$ cat src/rtl/sha256_pkg.sv
// Shared definitions for the SHA-256 message-schedule slice.
// Provides the word/block widths, the small-sigma functions used by the
// schedule expansion, and the controller state encoding.
package sha256_pkg;

  localparam int unsigned WORD_W = 32;
  localparam int unsigned BLK_W  = 512;

  typedef enum logic {
    ST_IDLE,
    ST_RUN
  } sched_state_e;

  // sigma0(x) = ROTR7 ^ ROTR18 ^ SHR3
  function automatic logic [WORD_W-1:0] sha256_s0(input logic [WORD_W-1:0] x);
    return ((x >> 7) | (x << 25)) ^ ((x >> 18) | (x << 14)) ^ (x >> 3);
  endfunction

  // sigma1(x) = ROTR17 ^ ROTR19 ^ SHR10
  function automatic logic [WORD_W-1:0] sha256_s1(input logic [WORD_W-1:0] x);
    return ((x >> 17) | (x << 15)) ^ ((x >> 19) | (x << 13)) ^ (x >> 10);
  endfunction

endpackage

$ cat src/rtl/sha256_w_next.sv
// Combinational SHA-256 schedule expansion step.
// Ports:
//   w_m2, w_m7, w_m15, w_m16 : W[t-2], W[t-7], W[t-15], W[t-16]
//   w_next                   : W[t] = s1(W[t-2]) + W[t-7] + s0(W[t-15]) + W[t-16] mod 2^32
module sha256_w_next
  import sha256_pkg::*;
(
  input  logic [WORD_W-1:0] w_m2,
  input  logic [WORD_W-1:0] w_m7,
  input  logic [WORD_W-1:0] w_m15,
  input  logic [WORD_W-1:0] w_m16,
  output logic [WORD_W-1:0] w_next
);

  always_comb begin
    w_next = sha256_s1(w_m2) + w_m7 + sha256_s0(w_m15) + w_m16;
  end

endmodule

$ cat src/rtl/sha256_w_sched_ctrl.sv
// SHA-256 message-schedule sequencer.
// Accepts one 512-bit block (valid/ready) and streams W0..W(ROUNDS-1), one
// word per accepted beat, from a 16-word rolling window.
// Ports:
//   CLK, RST           : clock, asynchronous active-high reset
//   clear              : synchronous abort, highest priority
//   blk_valid/ready    : block handshake; blk_data holds W0 in [511:480] .. W15 in [31:0]
//   w_valid/ready      : word handshake; w_data = W[w_idx], w_last marks idx ROUNDS-1
//   busy               : a block is in progress
module sha256_w_sched_ctrl
  import sha256_pkg::*;
#(
  parameter int unsigned ROUNDS = 64
) (
  input  logic              CLK,
  input  logic              RST,
  input  logic              clear,
  input  logic              blk_valid,
  output logic              blk_ready,
  input  logic [BLK_W-1:0]  blk_data,
  output logic              w_valid,
  input  logic              w_ready,
  output logic [WORD_W-1:0] w_data,
  output logic [5:0]        w_idx,
  output logic              w_last,
  output logic              busy
);

  localparam logic [5:0] LAST_IDX = 6'(ROUNDS - 1);

  sched_state_e      state_q, state_d;
  logic [WORD_W-1:0] win_q [16];
  logic [WORD_W-1:0] win_d [16];
  logic [5:0]        cnt_q, cnt_d;
  logic [WORD_W-1:0] w_new;
  logic              at_last;
  logic              blk_fire;

  sha256_w_next u_w_next (
    .w_m2   (win_q[14]),
    .w_m7   (win_q[9]),
    .w_m15  (win_q[1]),
    .w_m16  (win_q[0]),
    .w_next (w_new)
  );

  assign at_last = (state_q == ST_RUN) && (cnt_q == LAST_IDX);

  // The last beat reopens the block port so the next block follows with no bubble.
  assign blk_ready = !clear && ((state_q == ST_IDLE) || (at_last && w_ready));
  assign blk_fire  = blk_valid && blk_ready;

  always_comb begin
    state_d = state_q;
    cnt_d   = cnt_q;
    win_d   = win_q;
    if (clear) begin
      state_d = ST_IDLE;
      cnt_d   = '0;
    end else if (blk_fire) begin
      for (int unsigned i = 0; i < 16; i++) begin
        win_d[i] = blk_data[BLK_W-1-WORD_W*i -: WORD_W];
      end
      cnt_d   = '0;
      state_d = ST_RUN;
    end else if ((state_q == ST_RUN) && w_ready) begin
      if (at_last) begin
        state_d = ST_IDLE;
      end else begin
        for (int unsigned i = 0; i < 15; i++) begin
          win_d[i] = win_q[i+1];
        end
        win_d[15] = w_new;
        cnt_d     = cnt_q + 6'd1;
      end
    end
  end

  always_ff @(posedge CLK or posedge RST) begin
    if (RST) begin
      state_q <= ST_IDLE;
      cnt_q   <= '0;
      for (int unsigned i = 0; i < 16; i++) begin
        win_q[i] <= '0;
      end
    end else begin
      state_q <= state_d;
      cnt_q   <= cnt_d;
      for (int unsigned i = 0; i < 16; i++) begin
        win_q[i] <= win_d[i];
      end
    end
  end

  assign w_valid = (state_q == ST_RUN);
  assign busy    = (state_q == ST_RUN);
  assign w_data  = win_q[0];
  assign w_idx   = cnt_q;
  assign w_last  = at_last;

endmodule

$ cat config.mk
export PLATFORM = sky130hd
export DESIGN_NAME = sha256_w_sched_ctrl
export DESIGN_NICKNAME = d
export VERILOG_FILES = /design/src/rtl/sha256_pkg.sv /design/src/rtl/sha256_w_next.sv /design/src/rtl/sha256_w_sched_ctrl.sv
export SDC_FILE = /design/constraint.sdc
export NUM_CORES = 2
export LEC_CHECK = 0
export CORE_MARGIN = 3
export CORE_UTILIZATION = 60
export CTS_BUF_LIST = sky130_fd_sc_hd__clkbuf_2
export CTS_CLUSTER_DIAMETER = 30
export DETAILED_ROUTE_END_ITERATION = 7
export DONT_BUFFER_PORTS = 1
export HOLD_SLACK_MARGIN = 0.03
export PLACE_DENSITY = 0.89
export SETUP_SLACK_MARGIN = 0.02
export SYNTH_ARGS = -nofsm -noshare
export SYNTH_HDL_FRONTEND = slang
export SYNTH_SLANG_ARGS = --single-unit
$ cat constraint.sdc
create_clock -name CLK -period 16.9 [get_ports CLK]
set_input_delay 1.69 -clock CLK [delete_from_list [all_inputs] [get_ports CLK]]
set_output_delay 1.69 -clock CLK [all_outputs]
set_load 0.03 [all_outputs]
After elaboration in Yosys (flattened, before gate mapping)
Index checks and enable logic that the tools add are counted.
Storage, ports and cells
  bits of input ports: 517
  bits in registers: 519
  output and inout port bits: 42
  logic and storage cells: 59
Operators by class
  multiplexer cells: 11
  $add $sub $neg: 4
  eq/ne operators: 3
  bitwise operators: 10
  reduce and logical (&&, ||, !) cells: 13
Operators by type and width (count)
  512-bit two-way mux: 3
  32-bit adder: 3
  32-bit bitwise XOR: 2
  13-bit by 32-bit bitwise OR with 32-bit output: 1
  14-bit by 32-bit bitwise OR with 32-bit output: 1
  15-bit by 32-bit bitwise OR with 32-bit output: 1
  25-bit by 32-bit bitwise OR with 32-bit output: 1
  32-bit by 22-bit bitwise XOR with 32-bit output: 1
  32-bit by 29-bit bitwise XOR with 32-bit output: 1
  6-bit two-way mux: 4
  6-bit by 1-bit adder with 6-bit output, second input constant: 1
  6-bit equality test, second input constant: 1
  3-bit nonzero test: 2
  1-bit logical AND: 5
  1-bit two-way mux: 4
  2-bit AND reduction: 2
  3-bit by 2-bit inequality test with 1-bit output, second input constant: 1
  3-bit AND reduction: 1
  2-bit by 1-bit inequality test with 1-bit output, second input constant: 1
  1-bit NOT: 2
  2-bit nonzero test: 1
  1-bit logical NOT: 1
  1-bit logical OR: 1

Longest topological paths before layout
  depth in word-level cells: 9
  gate-level depth with buffers: 17
  gate-level depth less buffers: 15

Cells and area by module
Synthesis repeated with hierarchy kept, for this count alone.
Unflattened totals
  cell total of the unflattened synthesis: 3439
  area, all modules: 32114.6 um^2
Modules (own cells, without submodules)
  sha256_w_sched_ctrl: area an instance 27664.0 um^2, cells each 2896, sequential area each 12987.5 um^2, instances 1
  sha256_w_next: area an instance 4450.5 um^2, cells each 543, sequential area each 0.0 um^2, instances 1

Least setup slack after synthesis
No wires, ideal clock.
  kind: register -> register
  from: register win_q[50] (netlist bit)
  to: register win_q[29] (netlist bit)
  clock period less this slack: 4.162 ns
  data arrival time: 4.021 ns
  path slack: 12.738 ns
  required time: 16.760 ns
  library setup time: 0.140 ns
  path buffers: 1
  stages on the path, launching flop included: 16
  cell sequence: dfrtp_1 -> clkbuf_1 -> xnor2_1 -> xnor2_1 -> fa_1 -> fa_1 -> ha_1 -> fa_1 -> a211oi_2 -> o21ai_2 -> a221oi_4 -> a211oi_2 -> o31a_1 -> a41oi_2 -> xor2_1 -> a21oi_1
On the way
  cells in the longest elaborated chain, start to end: 9
RTL lines
  from (decl): line sha256_w_sched_ctrl.sv:32  | logic [WORD_W-1:0] win_q [16];
  from (signal, indexed assignment): line sha256_w_sched_ctrl.sv:90  | win_q[i] <= win_d[i];
  15-bit by 32-bit bitwise OR with 32-bit output: line sha256_pkg.sv:21  | return ((x >> 17) | (x << 15)) ^ ((x >> 19) | (x << 13)) ^ (x >> 10);
  32-bit bitwise XOR: line sha256_pkg.sv:21
  32-bit by 22-bit bitwise XOR with 32-bit output (*): line sha256_pkg.sv:21
  32-bit adder (*) (3 in a row): line sha256_w_next.sv:16  | w_next = sha256_s1(w_m2) + w_m7 + sha256_s0(w_m15) + w_m16;
  512-bit two-way mux (*): line sha256_w_sched_ctrl.sv:67  | if (at_last) begin
  512-bit two-way mux (*): line sha256_w_sched_ctrl.sv:66  | end else if ((state_q == ST_RUN) && w_ready) begin
  512-bit two-way mux (*): line sha256_w_sched_ctrl.sv:60  | end else if (blk_fire) begin
Every way passes the cells marked *; elsewhere a longest branch is shown, timed or not. The select of a mux whose other input is x is not followed.
A chain may end at the register's enable or synchronous reset.

Worst setup path in the final report
  from: register cnt_q[0], in the netlist w_idx[0]
  to: register win_q[277] (netlist bit)
On the way
  cells in the longest elaborated chain, start to end: 8
  elaborated cells on any way between the ends: 10
  classes of those cells: eq/ne: 2; mux: 1; reduce/logical: 7
RTL lines
  from (decl): line sha256_w_sched_ctrl.sv:34  | logic [5:0] cnt_q, cnt_d;
  from (signal assigned): line sha256_w_sched_ctrl.sv:88  | cnt_q <= cnt_d;
  6-bit equality test (*): line sha256_w_sched_ctrl.sv:47  | assign at_last = (state_q == ST_RUN) && (cnt_q == LAST_IDX);
  1-bit logical AND (*): line sha256_w_sched_ctrl.sv:47
  1-bit logical AND (*): line sha256_w_sched_ctrl.sv:50  | assign blk_ready = !clear && ((state_q == ST_IDLE) || (at_last && w_ready));
  1-bit logical OR (*): line sha256_w_sched_ctrl.sv:50
  1-bit logical AND (*): line sha256_w_sched_ctrl.sv:50
  via blk_ready: line sha256_w_sched_ctrl.sv:19  | output logic blk_ready,
  1-bit logical AND (*): line sha256_w_sched_ctrl.sv:51  | assign blk_fire = blk_valid && blk_ready;
  2-bit by 1-bit inequality test with 1-bit output (no line) or 2-bit nonzero test (tied branches)
  3-bit AND reduction (no line)
The timed path passes the listed nets; every way through them passes the cells marked *.

==> summary.md <==
| Metric | Value |
|---|---|
| Max cap viols | `0` |
| Worst hold path class | `in2async` |
| Ys Warns | `0` |
| CP Launch Type | `register` |
| Syn_nets | `between 4000 and 5000` |
| Drt pass-1 iters | `7` |
| Most area-hungry cell type in the Yosys netlist | `dfrtp_1` |
| Final Skew | `roughly 0.094 ns` |
| Flops & latches, synth | `519` |
| Tot GR Track Use | `36.9%` |
| Setup Fix Bufs, Post-CTS | `0` |
| First-pass GRT wire length | `about 140000 um` |
| Most frequent cell after synthesis | `nand2_1` |
| Placer congestion estimate | `between 0.9 and 1` |
| Mapped cell area | `between 0.02 and 0.03 mm^2` |
| Area Overhead vs Synth | `2.88%` |
| Synth cell types | `53` |
| Clock transition at path regs | `0.11 ns` |
| Cells after DPL | `between 3000 and 4000` |
| Initial DRC count | `around 3200` |
| WL/cell | `23.3 um` |
| Crit Path Max Fanout | `110` |
| Post-synth top cells | `nand2_1, dfrtp_1, nor2_1, a31oi_1, clkbuf_1` |
| Largest net degree at the start of global routing | `between 200 and 300` |
| Sequential cell area fraction in the yosys report | `a little under half` |
| Root buf cell | `clkbuf_2` |
| CTS Buffer Depth | `3` |
| Final worst slack | `~11 ns` |
| Post-route ant nets | `0` |
| Worst setup EP type | `register` |
| Worst-Skew Late Latency | `about 1.3 ns` |
| DR vias | `around 24000` |
| CTS Hold Buffers Added | `0` |
| Post-layout min period | `~5.4 ns` |
| Final setup fails | `0` |
| CTS buffer count | `137` |
| DIE HEIGHT | `around 220 um` |
| Row count | `78` |
| Max transition margin | `22.2%` |
| Unrepaired setup endpoints after global routing | `false` |
| Setup TNS | `0 ns` |
| Residual DRC | `0` |
| Critical Path RT | `between 15 and 20 ns` |
| Final non-filler cell total | `~4000` |
| Vias in the first global route | `around 23000` |
| Die Area | `~0.05 mm^2` |
| Share of cells above drive strength 1 | `under 10%` |
| Post-synth EDFFs | `0` |
| Fin nets | `3871` |
| Routed wire length | `between 90000 and 100000 um` |
| Critical Path AT | `approximately 6.6 ns` |
| Core box area | `0.0457 mm^2` |
| Reg area | `~0.013 mm^2` |
| H-tree depth | `4` |
| # clock sinks | `519` |
| Area of the multi-input gates | `between 0.01 and 0.015 mm^2` |
| Status | `finished clean` |
| Post-Syn Instances | `between 3000 and 4000` |
| Placement Setup Slack | `about 11 ns` |
| Final hold violations | `0` |
| Post-synth top area share | `46.6%` |
| Synth top area cells | `dfrtp_1, nand2_1, a31oi_1, nor2_1, fa_1` |
| CTS resizes | `0` |
| Fillers | `about 3900` |
| Fmax achieved | `between 0.15 and 0.2 GHz` |
| Syn Area/Cell | `roughly 8 um^2` |
| Post-DP HPWL | `approximately 70000 um` |
| Final period util | `between 30% and 40%` |
| Critical path type | `reg2reg` |
| Ports | `between 500 and 600` |
| Worst Tran Pin Value | `about 1.2 ns` |
| Vias per inst | `between 6 and 7` |
| Die X | `222 um` |
| Initial Utilization | `61.0%` |
| Final Max Tran Viols | `0` |
| Port bufs | `0` |
| Grt ovf | `0` |
| Top_reg_cell synth | `dfrtp_1` |
| Synth async-reset ratio | `100%` |
| CTS tree | `yes` |
| Initial antenna violation count | `6` |
final timing paths:
kind | endpoint | depth (start not counted) | startpoint | slack [ns]
worst min-delay path | win_q[156] | 1 | RST | 0.43
max in group asynchronous | win_q[478] | 3 | RST | 14.00
worst max-delay path | win_q[277] | 10 | w_idx[0] | 11.48
worst max register to register | win_q[277] | 10 | w_idx[0] | 11.48
min in group CLK | w_idx[2] | 1 | clear | 0.45
worst min register to register | win_q[320] | 2 | win_q[288] | 0.49
sequential cells by signal (all words and copies together), names as in the netlist:
| register | flops |
|---|---|
| win_q | 480 |
| w_data | 32 |
| w_idx | 6 |
| busy | 1 |
metal layers:
metal / GRT usage (%) / vias to the layer above / share of wire (%)
met1: 47.9 / 11600 / 37
met2: 55.5 / 1482 / 45
li1: - / 10900 / -
met4: 22.4 / 0 / 6.8
met3: 10.5 / 326 / 11
met5: 0 / - / 0
critical path: stages (launching register included):
cell and delay, ns:
dfrtp_1 0.62, ha_1 0.27, and4_1 0.24, a31oi_1 0.11, nor2_1 0.63, and2_4 0.59
buf_4 0.83, buf_4 0.72, buf_4 0.82, nand2_1 0.17, a31oi_1 0.22
cells by family after synthesis:
| kind of cell | share of synthesized area [%] |
|---|---|
| xor+xnor | 4.65 |
| compound gates | 14.3 |
| fa+ha+maj | 5.89 |
| buf+inv | 6.81 |
| mux | 0.180 |
| flops | 46.6 |
| simple gates | 21.6 |
cell type report:
| cell class | instances | area share [%] |
|---|---|---|
| Multi-Input combinational cell | 2447 | 45.4 |
| Sequential cell | 519 | 45.3 |
| Clock buffer | 197 | 3.44 |
| Tap cell | 600 | 2.62 |
| Inverter | 136 | 1.81 |
| Timing Repair Buffer | 19 | 0.715 |
| Clock inverter | 27 | 0.676 |
| Antenna cell | 10 | 0.0872 |
through the flow:
| stage | instance area [um^2] | hold slack, ns | utilization (%) |
|---|---|---|---|
| after detailed placement | 27500 | 0.472 | 60.2 |
| after global placement | 27500 | 0.462 | 60.2 |
| final | 28700 | 0.431 | 62.8 |
| after global routing | 28700 | 0.298 | 62.8 |
| after CTS | 28700 | 0.287 | 62.7 |
| after floorplan | 27900 | 0.450 | - |
cells in the final DEF, fill, tap and decap left out, drive strengths merged, types with 6 or more instances in the layout:
cell and count:
o21a 6, xnor2 122, xor2 26, nand3 14, a31oi 491, fa 62
o21ai 32, inv 140, a21oi 42, a21o 16, and3 6, a211oi 10
nor2 515, dfrtp 519, buf 19, nand2 999, nor3 11, ha 32
a22oi 7, clkbuf 197, clkinv 18, diode 10
Power is not shown: default switching activity piles up to over one toggle a cycle in this logic, so the estimate is an artifact.
